### src/rtl/gpu_command_decoder.sv
`timescale 1ns/1ps
// Byte-stream command decoder for the VGA GPU: assembles variable-length commands from
// host bytes and drives mode strobes, handshaked pixel writes and rectangle fills.
module gpu_command_decoder #(
   parameter int X_W     = 10,
   parameter int Y_W     = 10,
   parameter int COLOR_W = 12,
   parameter int MODE_W  = 8
) (
   input  logic               i_clk,
   input  logic               i_reset_n,
   input  logic               i_en,
   input  logic               i_we,
   input  logic [7:0]         i_data,
   output logic               o_ack,
   output logic               o_busy,
   output logic               o_drop,
   output logic               o_error,
   output logic [MODE_W-1:0]  o_mode,
   output logic               o_set_mode,
   output logic [X_W-1:0]     o_pixel_x,
   output logic [Y_W-1:0]     o_pixel_y,
   output logic [COLOR_W-1:0] o_color,
   output logic               o_set_pixel,
   input  logic               i_pixel_ready
);

   typedef enum logic [1:0] {IDLE, ARGS, EXEC, FILL} state_t;

   localparam logic [7:0] OP_NOOP         = 8'h00;
   localparam logic [7:0] OP_SET_MODE     = 8'h01;
   localparam logic [7:0] OP_SET_BG_COLOR = 8'h02;
   localparam logic [7:0] OP_SET_PIXEL    = 8'h03;
   localparam logic [7:0] OP_FILL_RECT    = 8'h04;

   state_t               state_q;
   logic [7:0]           op_q;
   logic [3:0]           cnt_q;
   logic [7:0]           args_q [10];
   logic                 ack_q;
   logic                 busy_q;
   logic                 drop_q;
   logic                 error_q;
   logic                 set_mode_q;
   logic                 set_pixel_q;
   logic [MODE_W-1:0]    mode_q;
   logic [X_W-1:0]       pix_x_q;
   logic [Y_W-1:0]       pix_y_q;
   logic [COLOR_W-1:0]   color_q;

   logic                 offer;
   logic                 accept;
   logic [X_W-1:0]       x0_w;
   logic [X_W-1:0]       x1_w;
   logic [Y_W-1:0]       y0_w;
   logic [Y_W-1:0]       y1_w;
   logic [COLOR_W-1:0]   bg_color_w;
   logic [COLOR_W-1:0]   px_color_w;
   logic [COLOR_W-1:0]   fill_color_w;
   logic                 fill_empty_w;
   logic                 fill_last_w;
   logic [X_W-1:0]       pix_x_d;
   logic [Y_W-1:0]       pix_y_d;

   function automatic logic [3:0] arg_len(input logic [7:0] op);
      case (op)
         OP_SET_MODE:     return 4'd1;
         OP_SET_BG_COLOR: return 4'd2;
         OP_SET_PIXEL:    return 4'd6;
         OP_FILL_RECT:    return 4'd10;
         default:         return 4'd0;
      endcase
   endfunction

   assign offer  = i_en && i_we;
   assign accept = offer && !busy_q;

   // Little-endian 16-bit arguments, truncated to the field widths (low bits kept).
   assign x0_w         = X_W'({args_q[1], args_q[0]});
   assign y0_w         = Y_W'({args_q[3], args_q[2]});
   assign x1_w         = X_W'({args_q[5], args_q[4]});
   assign y1_w         = Y_W'({args_q[7], args_q[6]});
   assign bg_color_w   = COLOR_W'({args_q[1], args_q[0]});
   assign px_color_w   = COLOR_W'({args_q[5], args_q[4]});
   assign fill_color_w = COLOR_W'({args_q[9], args_q[8]});
   assign fill_empty_w = (x1_w < x0_w) || (y1_w < y0_w);

   // End of fill is found by equality with the far corner, so x1 = 2^X_W-1 is safe.
   always_comb begin
      // NOTE: every output gets a default first so no path leaves a value unassigned,
      // which would otherwise infer a latch.
      pix_x_d     = pix_x_q + 1'b1;
      pix_y_d     = pix_y_q;
      fill_last_w = (pix_x_q == x1_w) && (pix_y_q == y1_w);
      if (pix_x_q == x1_w) begin
         pix_x_d = x0_w;
         pix_y_d = pix_y_q + 1'b1;
      end
   end

   // NOTE: the argument buffer has no reset; a byte is always written before it is read,
   // and leaving it out of the reset network lets it map onto plain storage.
   always_ff @(posedge i_clk) begin
      if (state_q == ARGS && accept) begin
         args_q[cnt_q] <= i_data;
      end
   end

   // NOTE: all state below is updated with non-blocking assignments so every register
   // samples pre-edge values regardless of statement order.
   always_ff @(posedge i_clk or negedge i_reset_n) begin
      if (!i_reset_n) begin
         state_q     <= IDLE;
         op_q        <= OP_NOOP;
         cnt_q       <= 4'd0;
         ack_q       <= 1'b0;
         busy_q      <= 1'b0;
         drop_q      <= 1'b0;
         error_q     <= 1'b0;
         set_mode_q  <= 1'b0;
         set_pixel_q <= 1'b0;
         mode_q      <= '0;
         pix_x_q     <= '0;
         pix_y_q     <= '0;
         color_q     <= '0;
      end else begin
         ack_q      <= accept;
         drop_q     <= offer && busy_q;
         error_q    <= 1'b0;
         set_mode_q <= 1'b0;

         case (state_q)
            IDLE: begin
               if (accept) begin
                  op_q  <= i_data;
                  cnt_q <= 4'd0;
                  if (i_data > OP_FILL_RECT) begin
                     error_q <= 1'b1;
                  end else if (i_data == OP_NOOP) begin
                     state_q <= EXEC;
                     busy_q  <= 1'b1;
                  end else begin
                     state_q <= ARGS;
                  end
               end
            end

            ARGS: begin
               if (accept) begin
                  if (cnt_q == arg_len(op_q) - 4'd1) begin
                     state_q <= (op_q == OP_FILL_RECT) ? FILL : EXEC;
                     busy_q  <= 1'b1;
                  end else begin
                     cnt_q <= cnt_q + 4'd1;
                  end
               end
            end

            EXEC: begin
               if (!set_pixel_q) begin
                  case (op_q)
                     OP_SET_MODE: begin
                        mode_q     <= MODE_W'(args_q[0]);
                        set_mode_q <= 1'b1;
                        state_q    <= IDLE;
                        busy_q     <= 1'b0;
                     end
                     OP_SET_BG_COLOR: begin
                        pix_x_q     <= '0;
                        pix_y_q     <= '0;
                        color_q     <= bg_color_w;
                        set_pixel_q <= 1'b1;
                     end
                     OP_SET_PIXEL: begin
                        pix_x_q     <= x0_w;
                        pix_y_q     <= y0_w;
                        color_q     <= px_color_w;
                        set_pixel_q <= 1'b1;
                     end
                     default: begin
                        state_q <= IDLE;
                        busy_q  <= 1'b0;
                     end
                  endcase
               end else if (i_pixel_ready) begin
                  set_pixel_q <= 1'b0;
                  state_q     <= IDLE;
                  busy_q      <= 1'b0;
               end
            end

            FILL: begin
               if (!set_pixel_q) begin
                  if (fill_empty_w) begin
                     state_q <= IDLE;
                     busy_q  <= 1'b0;
                  end else begin
                     pix_x_q     <= x0_w;
                     pix_y_q     <= y0_w;
                     color_q     <= fill_color_w;
                     set_pixel_q <= 1'b1;
                  end
               end else if (i_pixel_ready) begin
                  if (fill_last_w) begin
                     set_pixel_q <= 1'b0;
                     state_q     <= IDLE;
                     busy_q      <= 1'b0;
                  end else begin
                     pix_x_q <= pix_x_d;
                     pix_y_q <= pix_y_d;
                  end
               end
            end

            default: begin
               state_q <= IDLE;
               busy_q  <= 1'b0;
            end
         endcase
      end
   end

   assign o_ack       = ack_q;
   assign o_busy      = busy_q;
   assign o_drop      = drop_q;
   assign o_error     = error_q;
   assign o_mode      = mode_q;
   assign o_set_mode  = set_mode_q;
   assign o_pixel_x   = pix_x_q;
   assign o_pixel_y   = pix_y_q;
   assign o_color     = color_q;
   assign o_set_pixel = set_pixel_q;

endmodule

### config.mk
export PLATFORM = sky130hd
export DESIGN_NAME = gpu_command_decoder
export DESIGN_NICKNAME = d
export VERILOG_FILES = /design/src/rtl/gpu_command_decoder.sv
export SDC_FILE = /design/constraint.sdc
export NUM_CORES = 1
export LEC_CHECK = 0
export BUFFER_PORTS_ARGS = -buffer_cell sky130_fd_sc_hd__buf_2
export CAP_MARGIN = 0
export CORE_MARGIN = 2
export CORE_UTILIZATION = 53
export DETAILED_ROUTE_END_ITERATION = 8
export PLACE_DENSITY = 0.76
export SLEW_MARGIN = 10
export SYNTH_ARGS = -nofsm -noshare
export SYNTH_HDL_FRONTEND = slang
export SYNTH_SLANG_ARGS = --single-unit
### constraint.sdc
create_clock -name i_clk -period 2.99 [get_ports i_clk]
set_input_delay 0.299 -clock i_clk [delete_from_list [all_inputs] [get_ports i_clk]]
set_output_delay 0.299 -clock i_clk [all_outputs]
set_load 0.01 [all_outputs]
==> results summary, run 1 <==
The flow ran to the end, and the final reports show no timing, DRC or antenna violations. The Yosys warning count is 0. The fraction of synthesis flops using an asynchronous set or reset pin is 51.72%. The power density relative to cell area came out at 553.6 mW/mm^2.

The net count reported at finish is 632. The half-perimeter wire length after placement came out at 9.628 mm. The most congested layer reported by global routing is met2. For this run, the leading register cell type out of synthesis is sky130_fd_sc_hd__dfrtp_1. The post-route antenna net violation count is 0. The data arrival time at the worst-slack endpoint is 3.26 ns. The final number of max-transition violations is 0. The maximum fanout along the worst path came out at 3. The antenna diode count is 0. The total power after layout is 0.003934 W.

The initial core utilization came out at 54.54%. The worst-case clock buffer depth is 2. The post-synth net total came out at 558.

The number of global-route vias before repair is 4235. Clock-pin slew was measured on the worst setup and hold paths at 0.05 ns. The instance count of the mapped netlist is 520. The cell count of the worst reg-to-reg path is 11.

The worst register-to-register path ends at state_q[0]$_DFFE_PN0P_. The hold path depth is 1. Leaving out fill and tap cells, the most frequent cells in the layout are sky130_fd_sc_hd__dfrtp_1 (60), sky130_fd_sc_hd__buf_2 (58), sky130_fd_sc_hd__edfxtp_1 (56), sky130_fd_sc_hd__nand2_1 (51), sky130_fd_sc_hd__o21ai_0 (43). The width of the die came out at 109.9 um. The final routed wirelength across all metal layers is 13.50 mm. The share of the core filled with cells in the final layout is 65.27%.

The maximum number of pins on one net before global-route repair came out at 35. The synthesized area divided by synthesized cell count came out at 11.42 sq um. The routed via count divided by cell count came out at 5.788. In the post-synthesis netlist, the biggest area contributors are sky130_fd_sc_hd__edfxtp_1 (28%), sky130_fd_sc_hd__dfrtp_1 (25%), sky130_fd_sc_hd__ha_1 (5.3%), sky130_fd_sc_hd__mux2_2 (4.4%), sky130_fd_sc_hd__o21ai_0 (3.6%). After detailed routing, the number of remaining DRC violations is 0. The relative area change from synthesis to final layout is 19.68%. Summed over all instances, the cell type with the most area after synthesis is sky130_fd_sc_hd__edfxtp_1. The total clock buffers created by CTS came out at 17. In this run the most critical hold path is launched from i_data[6]. The endpoint required time on the critical path came out at 3.39 ns. The met1 demand-to-capacity share in global routing is 30.19%. The final weighted congestion in routability-driven placement came out at 0.9200.

The number of maximum-capacitance constraint violations came out at 0. The port buffer count came out at 58. The area share of the leading cell type in the synthesized netlist came out at 28.32%. The static leakage power is 3.244 nW. The count of pins on the block boundary came out at 59.

TritonCTS built the clock tree. The routing usage on met3 came out at 6.224%. The worst supply voltage drop on vdd is 0.3876 mV. The final critical-path share of the clock period is 95.95%.

The sequential area share after synthesis came out at 53.60%. Clock tree synthesis selected as its root buffer the cell sky130_fd_sc_hd__clkbuf_8. The clock insertion delay at the later pin of the skew report came out at 0.53 ns. Setup slack on the critical path of the routed design comes to 0.1212 ns. The cell area that synthesis handed to floorplanning was 0.005938 sq mm. The average wire per cell in the routed design came out at 18.07 um. The worst hold path belongs to the class input pin to register. At the pin with the least slew margin, the transition time is 0.8037 ns. The worst setup path is captured at a register. The number of cell rows is 38. The placeable core region came out at 0.01089 sq mm. The proportion of layout cells with a drive suffix above 1 is 24.05%.

The worst setup path is launched from a register. The maximum operating frequency is 348.6 MHz. The clock sink count came out at 116. Fill cells in the final layout number 817. The via count is 4324.

The synthesized design contains 56 enable-type register cells. The first-pass detailed-route iteration total is 5. The vertical die dimension is 109.9 um.

The number of failing hold endpoints at the final stage came out at 0. The final period demand of the worst path is 2.869 ns. The startpoint identified for the worst register-to-register timing path is op_q[3]$_DFFE_PN0P_. In this run the number of H-tree levels came out at 4.

In this run the tightest slew margin relative to its limit is 46.42%. The worst hold path terminates at args_q[6][6]$_DFFE_PP_. The all-layer global routing usage came out at 24.24%. The DRC marker count from the first detailed-route iteration came out at 295.

The first global-routing pass estimated 21.43 mm of wire. Leaving out fill and tap cells, the most frequent cell in the layout is sky130_fd_sc_hd__dfrtp_1. The netlist uses 56 different library cells. Global routing finished with a remaining overflow of 0.

The number of antenna violations at the first check in global routing came to 0. The setup TNS after final layout came out at 0 ns. The post-synthesis register bit count came out at 116. For flop-to-flop paths, the worst setup slack is 0.12 ns. The area enclosed by the die boundary came out at 0.01207 sq mm. The critical path is of the register to register type. The worst slack after detailed placement came out at 0.003100 ns. Clock skew on the completed layout was measured at 0.007509 ns. Setup violations remaining at the end of the flow were counted as 0.

The met2 track utilization from global routing came out at 39.75%.
==> metrics by stage <==
step	instances	hold slack (ns)	area, sq um
floorplan	520	0.003409	5938
global placement	711	0.4166	6409
detailed placement	711	0.4397	6409
CTS	746	0.03272	7067
global route	747	0.05620	7107
finish	747	0.06027	7107
==> critical path, cell delays in order, from the launching register on <==
cell	delay (ns)
sky130_fd_sc_hd__dfrtp_1	0.39
sky130_fd_sc_hd__or4_4	0.57
sky130_fd_sc_hd__nor3_4	0.13
sky130_fd_sc_hd__nand3b_1	0.13
sky130_fd_sc_hd__ha_2	0.24
sky130_fd_sc_hd__xor2_2	0.19
sky130_fd_sc_hd__a211oi_1	0.08
sky130_fd_sc_hd__o21bai_1	0.19
sky130_fd_sc_hd__or2_2	0.32
sky130_fd_sc_hd__a221oi_4	0.30
sky130_fd_sc_hd__nor4_2	0.07
sky130_fd_sc_hd__mux2i_1	0.11
==> metal layers <==
metal,part of all wire [%],wire [um]
met4,2.7,359
met2,50,6769
met5,0,0
met3,5.3,717
met1,42,5654
==> cells in the mapped netlist (2+ instances only) <==
master,instances
sky130_fd_sc_hd__inv_1,29
sky130_fd_sc_hd__dfrtp_1,60
sky130_fd_sc_hd__a211oi_1,7
sky130_fd_sc_hd__or2_2,2
sky130_fd_sc_hd__a2bb2oi_1,2
sky130_fd_sc_hd__mux2_4,9
sky130_fd_sc_hd__o22a_1,4
sky130_fd_sc_hd__edfxtp_1,56
sky130_fd_sc_hd__nand2b_1,5
sky130_fd_sc_hd__xor2_1,11
sky130_fd_sc_hd__nor4b_1,5
sky130_fd_sc_hd__ha_1,25
sky130_fd_sc_hd__nand2_1,51
sky130_fd_sc_hd__and3_1,9
sky130_fd_sc_hd__mux2_2,23
sky130_fd_sc_hd__buf_2,5
sky130_fd_sc_hd__o21ai_0,43
sky130_fd_sc_hd__or3_1,2
sky130_fd_sc_hd__and4_1,2
sky130_fd_sc_hd__or4_1,2
sky130_fd_sc_hd__xnor2_1,21
sky130_fd_sc_hd__nor3_1,8
sky130_fd_sc_hd__a41oi_1,4
sky130_fd_sc_hd__nand4_1,8
sky130_fd_sc_hd__nor3b_1,2
sky130_fd_sc_hd__a21oi_1,13
sky130_fd_sc_hd__o31ai_1,5
sky130_fd_sc_hd__nor4_1,5
sky130_fd_sc_hd__nand3_1,8
sky130_fd_sc_hd__a31oi_1,6
sky130_fd_sc_hd__nor2_1,26
sky130_fd_sc_hd__clkbuf_1,12
sky130_fd_sc_hd__and2_1,10
sky130_fd_sc_hd__o21bai_1,2
sky130_fd_sc_hd__mux2i_1,17
==> worst max path at each step <==
stage	from	cells past startpoint	end
2_1_floorplan	op_q[3]$_DFFE_PN0P_	11	state_q[0]$_DFFE_PN0P_
3_3_place_gp	op_q[3]$_DFFE_PN0P_	11	state_q[0]$_DFFE_PN0P_
3_5_place_dp	op_q[3]$_DFFE_PN0P_	11	state_q[0]$_DFFE_PN0P_
4_1_cts	op_q[3]$_DFFE_PN0P_	11	state_q[0]$_DFFE_PN0P_
5_1_grt	op_q[3]$_DFFE_PN0P_	11	state_q[0]$_DFFE_PN0P_
6_report	op_q[3]$_DFFE_PN0P_	11	state_q[0]$_DFFE_PN0P_
==> timing repair <==
action | 4_1_cts | 5_1_grt
pin swaps | 0 | 2
endpoints found under the setup margin | 1 | 14
hold endpoints to repair | 34 | 0
hold buffers | 3 | 0
resized for setup | 1 | 5
buffers inserted | 0 | 1
==> where the power goes <==
group          internal, W  switching (W)  leakage (nW)
combinational    0.0000345      0.0000652          1.63
clock              0.00145       0.000690         0.305
sequential         0.00168      0.0000102          1.30
total              0.00317       0.000766          3.24
==> flip-flops by register name (all words and copies together) (netlist names), 2 cells and up <==
register and flops:
o_pixel_y 10, o_pixel_x 10, o_color 12, o_mode 8, op_q 8, args_q 56, state_q 2, cnt_q 4
==> final cells by class <==
| class | instances | area (sq um) | share of cell area (%) |
|---|---|---|---|
| inverters | 29 | 108.9 | 1.532 |
| clock inverters | 11 | 182.7 | 2.570 |
| multi-input cells | 355 | 2592 | 36.48 |
| flip-flops and latches | 116 | 3183 | 44.79 |
| repair buffers | 75 | 425.4 | 5.986 |
| clock buffers | 21 | 439.2 | 6.180 |
| well taps | 140 | 175.2 | 2.465 |
==> logic make-up (layout without fill, tap and decap cells) <==
group | count (synthesis) | count (layout) | synth area share (%)
adders and majority gates | 25 | 25 | 5.268
and+or+nand+nor | 153 | 153 | 13.38
muxes | 50 | 50 | 9.692
DFF | 116 | 116 | 53.60
AOI/OAI and AO/OA | 95 | 95 | 9.945
buffers and inverters | 49 | 136 | 3.392
xor gates and xnor gates | 32 | 32 | 4.720
Note: power is estimated with default switching activity, not from simulation.
==> run 2, diff against run 1 <==
- ABC_AREA: default -> 1
- PLACE_DENSITY: 0.76 -> 0.75
==> results summary, run 2 <==
The remaining global-route overflow came out at 0 (unchanged). The static leakage power came to 3.483 nW (was 3.244 nW). The instance count of the mapped netlist is 702 (was 520).

The area share of the leading cell type in the synthesized netlist is 27.23% (was 28.32%). The post-synth net total is 740 (was 558). The hold path startpoint was i_en (was i_data[6]). The cell chosen for the clock root is sky130_fd_sc_hd__clkbuf_16 (was sky130_fd_sc_hd__clkbuf_8). The count of placed standard cells including taps came out at 896 (was 711).

The netlist area before placement was 0.006176 sq mm (was 0.005938 sq mm). The final critical-path share of the clock period came out at 78.15% (was 95.95%). The clock sink count is 116 (unchanged). The worst slack after detailed placement came to 0.7145 ns (was 0.003100 ns). The half-perimeter wire length after placement is 10.96 mm (was 9.628 mm). The first-pass detailed-route iteration total came out at 5 (unchanged). The port buffer count is 58 (unchanged). The hold path depth came out at 3 (was 1). The number of cell rows came out at 39 (was 38). The fraction of synthesis flops using an asynchronous set or reset pin came out at 51.72% (unchanged). The endpoint required time on the critical path was 3.29 ns (was 3.39 ns).

The final routed wirelength across all metal layers came out at 15.15 mm (was 13.50 mm). The TritonCTS clock tree is built (unchanged). The number of failing hold endpoints at the final stage came out at 0 (unchanged). The wire length of the first global-routing pass came to 24.81 mm (was 21.43 mm). The number of flip-flops in the largest register is 56 (unchanged). The maximum number of pins on one net before global-route repair came out at 36 (was 35).

The data arrival time at the worst-slack endpoint was 2.64 ns (was 3.26 ns). The post-synthesis register bit count was 116 (unchanged). The proportion of layout cells with a drive suffix above 1 came to 16.54% (was 24.05%). The destination of the worst hold path was o_drop$_DFF_PN0_ (was args_q[6][6]$_DFFE_PP_).

The most area-hungry cell type in the Yosys netlist is sky130_fd_sc_hd__edfxtp_1 (unchanged). The cell count of the worst reg-to-reg path came out at 18 (was 11). The net count reported at finish came out at 811 (was 632). The remaining max-slew budget at the tightest pin is 49.94% (was 46.42%).

The largest register by flop count is args_q (unchanged). The path class of the lowest-slack min-delay path was input pin to register (unchanged). The relative area change from synthesis to final layout came out at 16.59% (was 19.68%). The number of flops mapped to enable cells by yosys was 56 (unchanged).

The DRC marker count from the first detailed-route iteration came out at 395 (was 295). The number of maximum-capacitance constraint violations is 0 (unchanged). The via count came to 4954 (was 4324). The all-layer global routing usage came out at 25.76% (was 24.24%). The worst-case setup margin in the final layout is 0.6534 ns (was 0.1212 ns). The actual transition at the worst max-transition pin came out at 0.7482 ns (was 0.8037 ns).

The antenna diode count came out at 0 (unchanged). The count of non-filler cells in the finished layout was 929 (was 747). The Yosys warning count came out at 0 (unchanged). The commonest non-fill, non-tap cell in the layout is sky130_fd_sc_hd__nand2_1 (was sky130_fd_sc_hd__dfrtp_1).

The post-placement cell area is 0.006594 sq mm (was 0.006409 sq mm). The endpoint of the most critical register-to-register path is o_set_pixel$_DFFE_PN0N_ (was state_q[0]$_DFFE_PN0P_). The placeable core region came out at 0.01142 sq mm (was 0.01089 sq mm). The type of the setup path with the least slack is register to register (unchanged). Setup repair after global routing left no endpoint under its margin. The sort of element at the start of the critical path is a register (unchanged). The worst supply voltage drop on vdd came out at 0.4135 mV (was 0.3876 mV). The number of H-tree branching levels is 4 (unchanged). The fraction of power consumed by combinational cells was 1.4% (was 2.5%). Synth cell count leaders: sky130_fd_sc_hd__nand2_1 (198), sky130_fd_sc_hd__inv_1 (79), sky130_fd_sc_hd__dfrtp_1 (60), sky130_fd_sc_hd__edfxtp_1 (56), sky130_fd_sc_hd__nor2_1 (55) (was sky130_fd_sc_hd__dfrtp_1 (60), sky130_fd_sc_hd__edfxtp_1 (56), sky130_fd_sc_hd__nand2_1 (51), sky130_fd_sc_hd__o21ai_0 (43), sky130_fd_sc_hd__inv_1 (29)). The number of cells upsized or downsized after cts came out at 0 (was 1).

The maximum operating frequency is 428.0 MHz (was 348.6 MHz). The number of antenna violations at the first check in global routing came to 0 (unchanged). The final number of max-transition violations came to 0 (unchanged). The predominant post-synthesis flop cell is sky130_fd_sc_hd__dfrtp_1 (unchanged). Result of the run: complete, no violations (unchanged). The final period demand of the worst path came out at 2.337 ns (was 2.869 ns).

The total clock buffers created by CTS is 17 (unchanged). The number of global-route vias before repair is 4817 (was 4235). The final setup violation count is 0 (unchanged). The setup TNS after final layout is 0 ns (unchanged). The number of distinct standard cells referenced by the synthesized netlist is 40 (was 56).

The final weighted congestion in routability-driven placement is 0.9503 (was 0.9200). The capturing element type of the critical path is a register (unchanged). The vertical die dimension is 111.9 um (was 109.9 um). The fill cell total of the finished layout came out at 951 (was 817). The part of the total power dissipated in the clock network is 54.1% (was 54.4%). The routed via count divided by cell count came out at 5.333 (was 5.788).

The remaining design rule violation count was 0 (unchanged). The worst-case clock buffer depth is 2 (unchanged). The average wire per cell in the routed design came out at 16.30 um (was 18.07 um). The net switching component of the power is 0.0007738 W (was 0.0007659 W). The sequential area share after synthesis is 51.54% (was 53.60%). The synthesized area divided by synthesized cell count is 8.798 sq um (was 11.42 sq um). The source of the worst register-to-register timing path is op_q[5]$_DFFE_PN0P_ (was op_q[3]$_DFFE_PN0P_). The setup skew after layout was 0.008634 ns (was 0.007509 ns).

The width of the die came out at 111.9 um (was 109.9 um). The final non-filler cell area was 0.007201 sq mm (was 0.007107 sq mm). The internal power consumption came out at 0.002993 W (was 0.003168 W). The area enclosed by the die boundary is 0.01253 sq mm (was 0.01207 sq mm). The power density relative to cell area is 523.1 mW/mm^2 (was 553.6 mW/mm^2). The maximum fanout along the worst path is 7 (was 3). The switching share of total power came out at 20.54% (was 19.47%). The reg-to-reg setup timing slack came out at 0.65 ns (was 0.12 ns). The post-CTS clock slew at the launch and capture registers of the worst setup and hold paths was 0.06 ns (was 0.05 ns). The post-route antenna net violation count came out at 0 (unchanged). The clock insertion delay at the later pin of the skew report came to 0.42 ns (was 0.53 ns).

Synth top area cells: sky130_fd_sc_hd__edfxtp_1 (27%), sky130_fd_sc_hd__dfrtp_1 (24%), sky130_fd_sc_hd__nand2_1 (12%), sky130_fd_sc_hd__ha_1 (5.1%), sky130_fd_sc_hd__inv_1 (4.8%) (was sky130_fd_sc_hd__edfxtp_1 (28%), sky130_fd_sc_hd__dfrtp_1 (25%), sky130_fd_sc_hd__ha_1 (5.3%), sky130_fd_sc_hd__mux2_2 (4.4%), sky130_fd_sc_hd__o21ai_0 (3.6%)). The most frequently used cell type in the post-synthesis netlist was sky130_fd_sc_hd__nand2_1 (was sky130_fd_sc_hd__dfrtp_1). The initial core utilization came out at 54.09% (was 54.54%). Highest-count cells in the layout ignoring fill and taps: sky130_fd_sc_hd__nand2_1 (198), sky130_fd_sc_hd__inv_1 (79), sky130_fd_sc_hd__dfrtp_1 (60), sky130_fd_sc_hd__buf_2 (58), sky130_fd_sc_hd__edfxtp_1 (56) (was sky130_fd_sc_hd__dfrtp_1 (60), sky130_fd_sc_hd__buf_2 (58), sky130_fd_sc_hd__edfxtp_1 (56), sky130_fd_sc_hd__nand2_1 (51), sky130_fd_sc_hd__o21ai_0 (43)). The count of pins on the block boundary came to 59 (unchanged). The share of total power in sequential cells is 44.5% (was 43.0%).
[run 2: cell count changes in the layout (fill, tap and decap cells not counted), sizes merged, moves of 17 or more]
cell   delta
mux2i    -17
nand3    +44
nand2   +158
xnor2    -17
mux2     -33
inv      +64
a21oi    +21
nor2     +39
[run 2: layout make-up]
type	count	area (sq um)	share of cell area (%)
sequential	116	3183	44.20
timing repair buffer	63	330.3	4.587
clock inverter	9	117.6	1.633
inverter	91	344.1	4.778
multi-input combinational	484	2567	35.66
clock buffer	23	479.2	6.655
tap	143	178.9	2.485
[run 2: cell families (layout without fill, tap and decap cells)]
family	Yosys count	count (layout)	synth area share, %
AOI/OAI and AO/OA	94	94	8.165
buffers and inverters	102	186	6.888
DFF	116	116	51.54
and+or+nand+nor	346	346	25.65
adders and majority gates	25	25	5.065
xor gates and xnor gates	19	19	2.694
[run 2: repair_timing]
| action | in CTS | in global routing |
|---|---|---|
| endpoints found under the hold margin | 25 | 0 |
| buffers inserted | 0 | 0 |
| hold buffers | 1 | 0 |
[run 2: power groups by stage]
stage / registers (W) / logic [W] / clock network (W)
floorplan: 0.00171 / 0.00000622 / 0
global placement: 0.00171 / 0.0000510 / 0
detailed placement: 0.00171 / 0.0000537 / 0
CTS: 0.00168 / 0.0000548 / 0.00205
global route: 0.00168 / 0.0000596 / 0.00213
finish: 0.00168 / 0.0000531 / 0.00204
[run 2: worst max-delay path: stages, from the launching register on]
cell and delay [ns]:
sky130_fd_sc_hd__dfrtp_1 0.39, sky130_fd_sc_hd__inv_2 0.07, sky130_fd_sc_hd__nand2_4 0.06, sky130_fd_sc_hd__nor2_8 0.16, sky130_fd_sc_hd__nand4_1 0.12, sky130_fd_sc_hd__and2_1 0.16
sky130_fd_sc_hd__ha_1 0.19, sky130_fd_sc_hd__inv_1 0.06, sky130_fd_sc_hd__nand2_1 0.04, sky130_fd_sc_hd__nand2_1 0.08, sky130_fd_sc_hd__nand3_1 0.08, sky130_fd_sc_hd__nand2_1 0.07
sky130_fd_sc_hd__inv_1 0.04, sky130_fd_sc_hd__nor2_1 0.10, sky130_fd_sc_hd__nand2_1 0.10, sky130_fd_sc_hd__a21oi_1 0.23, sky130_fd_sc_hd__nand2_1 0.11, sky130_fd_sc_hd__nand2_1 0.09
sky130_fd_sc_hd__nand2_1 0.06
[run 2: worst max-delay path by stage]
stage	from	end	slack, ns	cells after the start
final	op_q[5]$_DFFE_PN0P_	o_set_pixel$_DFFE_PN0N_	0.65	18
after detailed placement	op_q[5]$_DFFE_PN0P_	o_set_pixel$_DFFE_PN0N_	0.71	18
after global placement	op_q[2]$_DFFE_PN0P_	o_busy$_DFFE_PN0P_	0.77	17
after global routing	op_q[7]$_DFFE_PN0P_	state_q[1]$_DFFE_PN0P_	0.33	18
after floorplan	state_q[1]$_DFFE_PN0P_	args_q[2][0]$_DFFE_PP_	0.92	6
after CTS	op_q[5]$_DFFE_PN0P_	o_set_pixel$_DFFE_PN0N_	0.67	18
[run 2: through the flow]
stage	power [W]	utilization [%]	hold WS (ns)
6_report	0.003767	63.06	0.1405
5_1_grt	0.003862	63.06	0.1505
4_1_cts	0.003786	63.06	0.1329
3_5_place_dp	0.001761	57.75	0.3771
3_3_place_gp	0.001758	57.75	0.3707
2_1_floorplan	0.001715	-	0.003409
[run 2: metal layers]
metal,GRT usage (%),vias to the layer above,part of all wire (%)
met2,41.58,168,48
met1,35.03,2322,44
met4,8.455,0,1.8
li1,-,2440,-
met5,0,-,0
met3,5.553,24,6.6
